$ cat src/rtl/eth_tx_sched.sv
// Arbitrates the shared Ethernet transmitter between ARP replies, ARP requests and host data.
// Optional transmit watchdog: define ETH_TX_WDOG_EN to bound the WAIT state by WDOG_CYCLES.
module eth_tx_sched #(
   parameter int RETRY_CYCLES = 25000000,
   parameter int GAP_CYCLES   = 4,
   parameter int WDOG_CYCLES  = 65535
) (
   input  logic        clk,
   input  logic        rst_n,
   input  logic [47:0] i_self_mac,
   input  logic [31:0] i_self_ip,
   input  logic [31:0] i_target_ip,
   input  logic [1:0]  i_arp_op,
   input  logic [47:0] i_arp_mac,
   input  logic [31:0] i_arp_ip,
   input  logic        i_data_req,
   output logic        o_data_gnt,
   output logic        o_tx_start,
   output logic [1:0]  o_tx_kind,
   output logic [47:0] o_tx_dst_mac,
   output logic [31:0] o_tx_dst_ip,
   input  logic        i_tx_done,
   output logic [47:0] o_target_mac,
   output logic        o_target_vld,
   output logic        o_busy
);

   localparam int RW = $clog2(RETRY_CYCLES + 1);
   localparam int GW = $clog2(GAP_CYCLES + 1);

   localparam logic [1:0] OP_REQ = 2'd1;
   localparam logic [1:0] OP_RPL = 2'd2;

   localparam logic [1:0] K_NONE = 2'd0;
   localparam logic [1:0] K_RPL  = 2'd1;
   localparam logic [1:0] K_REQ  = 2'd2;
   localparam logic [1:0] K_DATA = 2'd3;

   typedef enum logic [1:0] {IDLE, START, WAIT, GAP} state_t;

   state_t        state;
   logic [GW-1:0] gap_cnt;
   logic [RW-1:0] retry_cnt;
   logic          req_pend;
   logic          rpl_pend;
   logic [47:0]   rpl_mac;
   logic [31:0]   rpl_ip;
   logic [31:0]   target_ip_q;
   logic          ip_chg;
   logic [1:0]    sel_kind;
   logic          wdog_cut;
   logic          unused_cfg;

   assign ip_chg = (i_target_ip != target_ip_q);

   // Own MAC/IP belong to the frame builder; they are not needed for scheduling.
`ifdef ETH_TX_WDOG_EN
   localparam int WW = $clog2(WDOG_CYCLES + 1);
   logic [WW-1:0] wdog_cnt;

   assign wdog_cut   = (state == WAIT) && !i_tx_done && (wdog_cnt == WW'(WDOG_CYCLES - 1));
   assign unused_cfg = ^{i_self_mac, i_self_ip};

   always_ff @(posedge clk or negedge rst_n) begin
      if (!rst_n)
         wdog_cnt <= '0;
      else if (state != WAIT)
         wdog_cnt <= '0;
      else if (!wdog_cut)
         wdog_cnt <= wdog_cnt + 1'b1;
   end
`else
   assign wdog_cut   = 1'b0;
   assign unused_cfg = ^{i_self_mac, i_self_ip} ^ (WDOG_CYCLES == 0);
`endif

   // A request arriving this cycle defers selection so its reply outranks data/requests.
   always_comb begin
      sel_kind = K_NONE;
      if (state == IDLE && i_arp_op != OP_REQ) begin
         if (rpl_pend)
            sel_kind = K_RPL;
         else if (req_pend)
            sel_kind = K_REQ;
         else if (i_data_req && o_target_vld)
            sel_kind = K_DATA;
      end
   end

   always_ff @(posedge clk or negedge rst_n) begin
      if (!rst_n) begin
         target_ip_q  <= '0;
         o_target_vld <= 1'b0;
         o_target_mac <= '0;
      end else begin
         target_ip_q <= i_target_ip;
         if (ip_chg)
            o_target_vld <= 1'b0;
         else if (i_arp_op == OP_RPL && i_arp_ip == i_target_ip) begin
            o_target_mac <= i_arp_mac;
            o_target_vld <= 1'b1;
         end
      end
   end

   always_ff @(posedge clk or negedge rst_n) begin
      if (!rst_n) begin
         rpl_pend <= 1'b0;
         rpl_mac  <= '0;
         rpl_ip   <= '0;
      end else if (i_arp_op == OP_REQ) begin
         rpl_pend <= 1'b1;
         rpl_mac  <= i_arp_mac;
         rpl_ip   <= i_arp_ip;
      end else if (wdog_cut && o_tx_kind == K_RPL)
         rpl_pend <= 1'b1;
      else if (sel_kind == K_RPL)
         rpl_pend <= 1'b0;
   end

   // A new retry expiry wins over the IDLE clear of the same cycle.
   always_ff @(posedge clk or negedge rst_n) begin
      if (!rst_n) begin
         retry_cnt <= '0;
         req_pend  <= 1'b0;
      end else if (o_target_vld) begin
         retry_cnt <= '0;
         req_pend  <= 1'b0;
      end else if (retry_cnt == '0) begin
         retry_cnt <= RW'(RETRY_CYCLES - 1);
         req_pend  <= 1'b1;
      end else begin
         retry_cnt <= retry_cnt - 1'b1;
         if (wdog_cut && o_tx_kind == K_REQ)
            req_pend <= 1'b1;
         else if (sel_kind == K_REQ)
            req_pend <= 1'b0;
      end
   end

   always_ff @(posedge clk or negedge rst_n) begin
      if (!rst_n) begin
         state        <= IDLE;
         gap_cnt      <= '0;
         o_tx_start   <= 1'b0;
         o_tx_kind    <= K_NONE;
         o_tx_dst_mac <= '0;
         o_tx_dst_ip  <= '0;
         o_data_gnt   <= 1'b0;
         o_busy       <= 1'b0;
      end else begin
         case (state)
            IDLE: begin
               if (sel_kind != K_NONE) begin
                  state      <= START;
                  o_tx_start <= 1'b1;
                  o_busy     <= 1'b1;
                  o_tx_kind  <= sel_kind;
                  o_data_gnt <= (sel_kind == K_DATA);
                  if (sel_kind == K_RPL) begin
                     o_tx_dst_mac <= rpl_mac;
                     o_tx_dst_ip  <= rpl_ip;
                  end else if (sel_kind == K_REQ) begin
                     o_tx_dst_mac <= 48'hFFFF_FFFF_FFFF;
                     o_tx_dst_ip  <= i_target_ip;
                  end else begin
                     o_tx_dst_mac <= o_target_mac;
                     o_tx_dst_ip  <= i_target_ip;
                  end
               end
            end
            START: begin
               state      <= WAIT;
               o_tx_start <= 1'b0;
            end
            WAIT: begin
               if (i_tx_done || wdog_cut) begin
                  state        <= GAP;
                  gap_cnt      <= GW'(GAP_CYCLES - 1);
                  o_tx_kind    <= K_NONE;
                  o_tx_dst_mac <= '0;
                  o_tx_dst_ip  <= '0;
                  o_data_gnt   <= 1'b0;
               end
            end
            GAP: begin
               if (gap_cnt == '0) begin
                  state  <= IDLE;
                  o_busy <= 1'b0;
               end else
                  gap_cnt <= gap_cnt - 1'b1;
            end
            default: state <= IDLE;
         endcase
      end
   end

endmodule
$ cat config.mk
export PLATFORM = sky130hd
export DESIGN_NAME = eth_tx_sched
export DESIGN_NICKNAME = d
export VERILOG_FILES = /design/src/rtl/eth_tx_sched.sv
export SDC_FILE = /design/constraint.sdc
export NUM_CORES = 1
export LEC_CHECK = 0
export ABC_AREA = 1
export BUFFER_PORTS_ARGS = -buffer_cell sky130_fd_sc_hd__buf_4
export CELL_PAD_IN_SITES_DETAIL_PLACEMENT = 1
export CELL_PAD_IN_SITES_GLOBAL_PLACEMENT = 1
export CORE_ASPECT_RATIO = 2
export CORE_MARGIN = 1
export CORE_UTILIZATION = 42
export CTS_CLUSTER_SIZE = 25
export DETAILED_ROUTE_END_ITERATION = 8
export PLACE_DENSITY = 0.91
export RECOVER_POWER = 100
export SYNTH_ARGS = -nofsm -noshare
export SYNTH_HDL_FRONTEND = slang
export SYNTH_SLANG_ARGS = --single-unit
export TNS_END_PERCENT = 1
$ cat constraint.sdc
create_clock -name clk -period 3.3 [get_ports clk]
set_input_delay 0.33 -clock clk [delete_from_list [all_inputs] [get_ports clk]]
set_output_delay 0.33 -clock clk [all_outputs]
set_load 0.01 [all_outputs]
==> impl_metrics.tcl <==
set metrics [dict create \
    cp_cell_sequence "buf_4, inv_2, nand2_4, clkbuf_1, buf_4, o21ai_0" \
    place_hpwl_um 29700 \
    rows 89 \
    skew_ns 0.0249 \
    clock_sinks 278 \
    clkTransAtPathRegs_ns 0.07 \
    antenna_found_initial 1 \
    timing.fmax_mhz 348 \
    yosys_warnings 0 \
    min_path_cells 3 \
    hold_viol 0 \
    yosysSeqAreaShare_pct 55.0 \
    grt_max_degree 89 \
    dieWidth_um 125 \
    slowest_stage "clkbuf_1" \
    via_per_inst 5.42 \
    grt_pass1_wl_um 75400 \
    synthesis.area_um2 12600 \
    failed_checks "capacitance limit, slew limit" \
    synthDistinctLibCells 36 \
    design.die.area_um2 30800 \
    p_per_area_nw_per_um2 675 \
    htree_levels 1 \
    grt.total_usage_pct 31.5 \
    crit_top_cell "buf_4" \
    synthTopCellsByArea "dfrtp_1, nand2_1, nand3_1" \
    post_cts_buffers 0 \
    fin_crit_ns 2.87 \
    antenna_left 0 \
    drc 0 \
    gp_congestion 0.835 \
    cts-root-buf "clkbuf_16" \
    cts_buffer_depth 3 \
    io_buffers 251 \
    reg2reg_from "retry_cnt[0]" \
    synthArstFlopShare_pct 100 \
    cts_tree "built" \
    worstMarginPinSlew_ns 2.33 \
    clock_latency_ns 0.55 \
    arrival_ns 3.25 \
    fin_setup_tns_ns 0 \
    min-delay-start "i_arp_mac[13]" \
    cp_max_fo 67 \
    worstSetupPathType "in -> reg" \
    fillers 3617 \
    netlist.area_leader.share_pct 55.0 \
    status "finished with violations" \
    wl_per_cell_um 21.6 \
    setup_viol 0 \
    wl_um 48600 \
    cp.required_ns 3.67 \
    fin_nets 2069 \
    endpoint_kind "flop" \
    maxCapViolCount 2 \
    ios 332 \
    drive_gt1_share_pct 8.72 \
    drv_slew 130 \
    fp.dieH_um 247 \
    area_growth_pct 24.7 \
    numCtsBuffers 26 \
    synth-main-ff-cell "dfrtp_1" \
    crit_buf_inv 4 \
    start_util_pct 42.8 \
    r2r_slack_ns 0.55 \
    synth-edff-count 0 \
    ir_drop_uv 538 \
    min_path_type "in -> reg" \
    synth.cells.most_frequent "nand2_1, dfrtp_1, nand3_1" \
    grt_pass1_vias 14000 \
    reg2regPathDepth 9 \
    synth.ff_latch_count 278 \
    rr_endpoint "retry_cnt[10]" \
    core-area_um2 29500 \
    rsz0062_at_grt "false" \
    num_vias 12200 \
    synth_top_cell_by_area "dfrtp_1" \
    fin_hold_ws_ns 0.0190 \
    startpoint_type "input port" \
    avgSynthCellArea_um2 8.09 \
    critPathTopFamily "buffers and inverters" \
    min_period_over_period_pct 87.0 \
    drt-initial-drc-count 674 \
    synthCells 1562 \
    power.leakage_uw 0.00824 \
    max_slew_margin_pct -55.2 \
    dr.pass1.iters 5 \
    slowest_delay_ns 1.55 \
    overflow 0 \
    syn_nets 1768 \
    synth.most_common_cell "nand2_1" \
    hold_end "rpl_mac[13]" \
]
[final cells by class]
type	instances	area [um^2]	area share [%]
clock buffer	40	795	5.04
antenna	1	2.50	0.0159
timing repair buffer	344	2170	13.8
inverter	93	349	2.21
multi-input combinational	1120	4940	31.4
tap	364	455	2.89
sequential	278	6960	44.1
clock inverter	6	85.1	0.540
[timing repair]
item,4_1_cts,5_1_grt
gates resized for setup,0,0
hold buffers,71,0
endpoints found under the hold margin,154,0
[cells by family after synthesis]
group                      Yosys count  share of synthesized area, %
AOI/OAI and AO/OA                  125                          5.13
xor gates and xnor gates            44                          3.05
adders and majority gates            8                         0.792
buffers and inverters              164                          5.74
DFF                                278                          55.0
muxes                                7                         0.554
and+or+nand+nor                    936                          29.7
[metal layers]
layer	share of wire [%]	global-route usage, %	up-vias
met4	7.4	22.1	0
met1	34	31.1	6093
li1	-	-	5443
met2	54	59.7	459
met3	4.6	4.54	183
met5	0	0	-
[through the flow]
| step | instance area, um^2 | worst slack, ns | util, % | total power [uW] | std cells |
|---|---|---|---|---|---|
| 2_1_floorplan | 12600 | 1.56 | - | 6150 | 1562 |
| 3_3_place_gp | 14900 | 0.973 | 50.3 | 7590 | 2128 |
| 3_5_place_dp | 14900 | 0.822 | 50.3 | 7760 | 2128 |
| 4_1_cts | 16400 | 0.771 | 55.7 | 11000 | 2245 |
| 5_1_grt | 15800 | 0.309 | 53.4 | 11100 | 2246 |
| 6_report | 15800 | 0.428 | 53.4 | 10600 | 2246 |
[placed cells by master (no fill, tap or decap), drive strengths merged]
cell,count
diode,1
a31oi,1
dfrtp,278
nand4,7
or2,2
nand2,716
mux2i,7
nor3,7
a32oi,1
buf,102
nor3b,1
nor2,89
xnor2,6
o211ai,3
and2,1
a21oi,17
o21ai,101
ha,8
clkinv,2
bufinv,2
inv,93
clkbuf,211
dlygate4sd3,71
clkinvlp,2
nand3b,3
o31ai,2
xor2,38
nand3,110
[worst reg2reg max path, stage by stage (launching register included)]
cell and delay (ns):
dfrtp_1 0.38, inv_1 0.09, ha_1 0.20, nand3_1 0.12, nor2_1 0.28, inv_1 0.14, nor2_1 0.33, nand4_1 0.49
nand2_1 0.48, nor2_1 0.11
[report_power, final]
part	switching (uW)	internal [uW]
logic	2220	877
clock network	1370	1810
registers	376	3990
total	3960	6680
[registers in the layout, indices dropped and copies added, names as in the netlist, 2 cells and up]
register,flops
gap_cnt,3
o_tx_dst_ip,32
o_tx_dst_mac,48
state,2
target_ip_q,32
o_target_mac,48
retry_cnt,25
o_tx_kind,2
rpl_mac,48
rpl_ip,32
[worst max path at each step]
stage	from	to	slack, ns	depth (start not counted)
after floorplan	state[0]	o_tx_kind[0]	1.56	11
after global placement	state[1]	o_tx_dst_ip[26]	0.97	8
after detailed placement	state[0]	o_tx_dst_mac[30]	0.82	11
after CTS	state[0]	o_tx_dst_mac[30]	0.77	11
after global routing	state[1]	o_tx_dst_ip[13]	0.31	10
final	i_arp_op[1]	rpl_ip[4]	0.43	6
(Power assumes the default switching activity.)
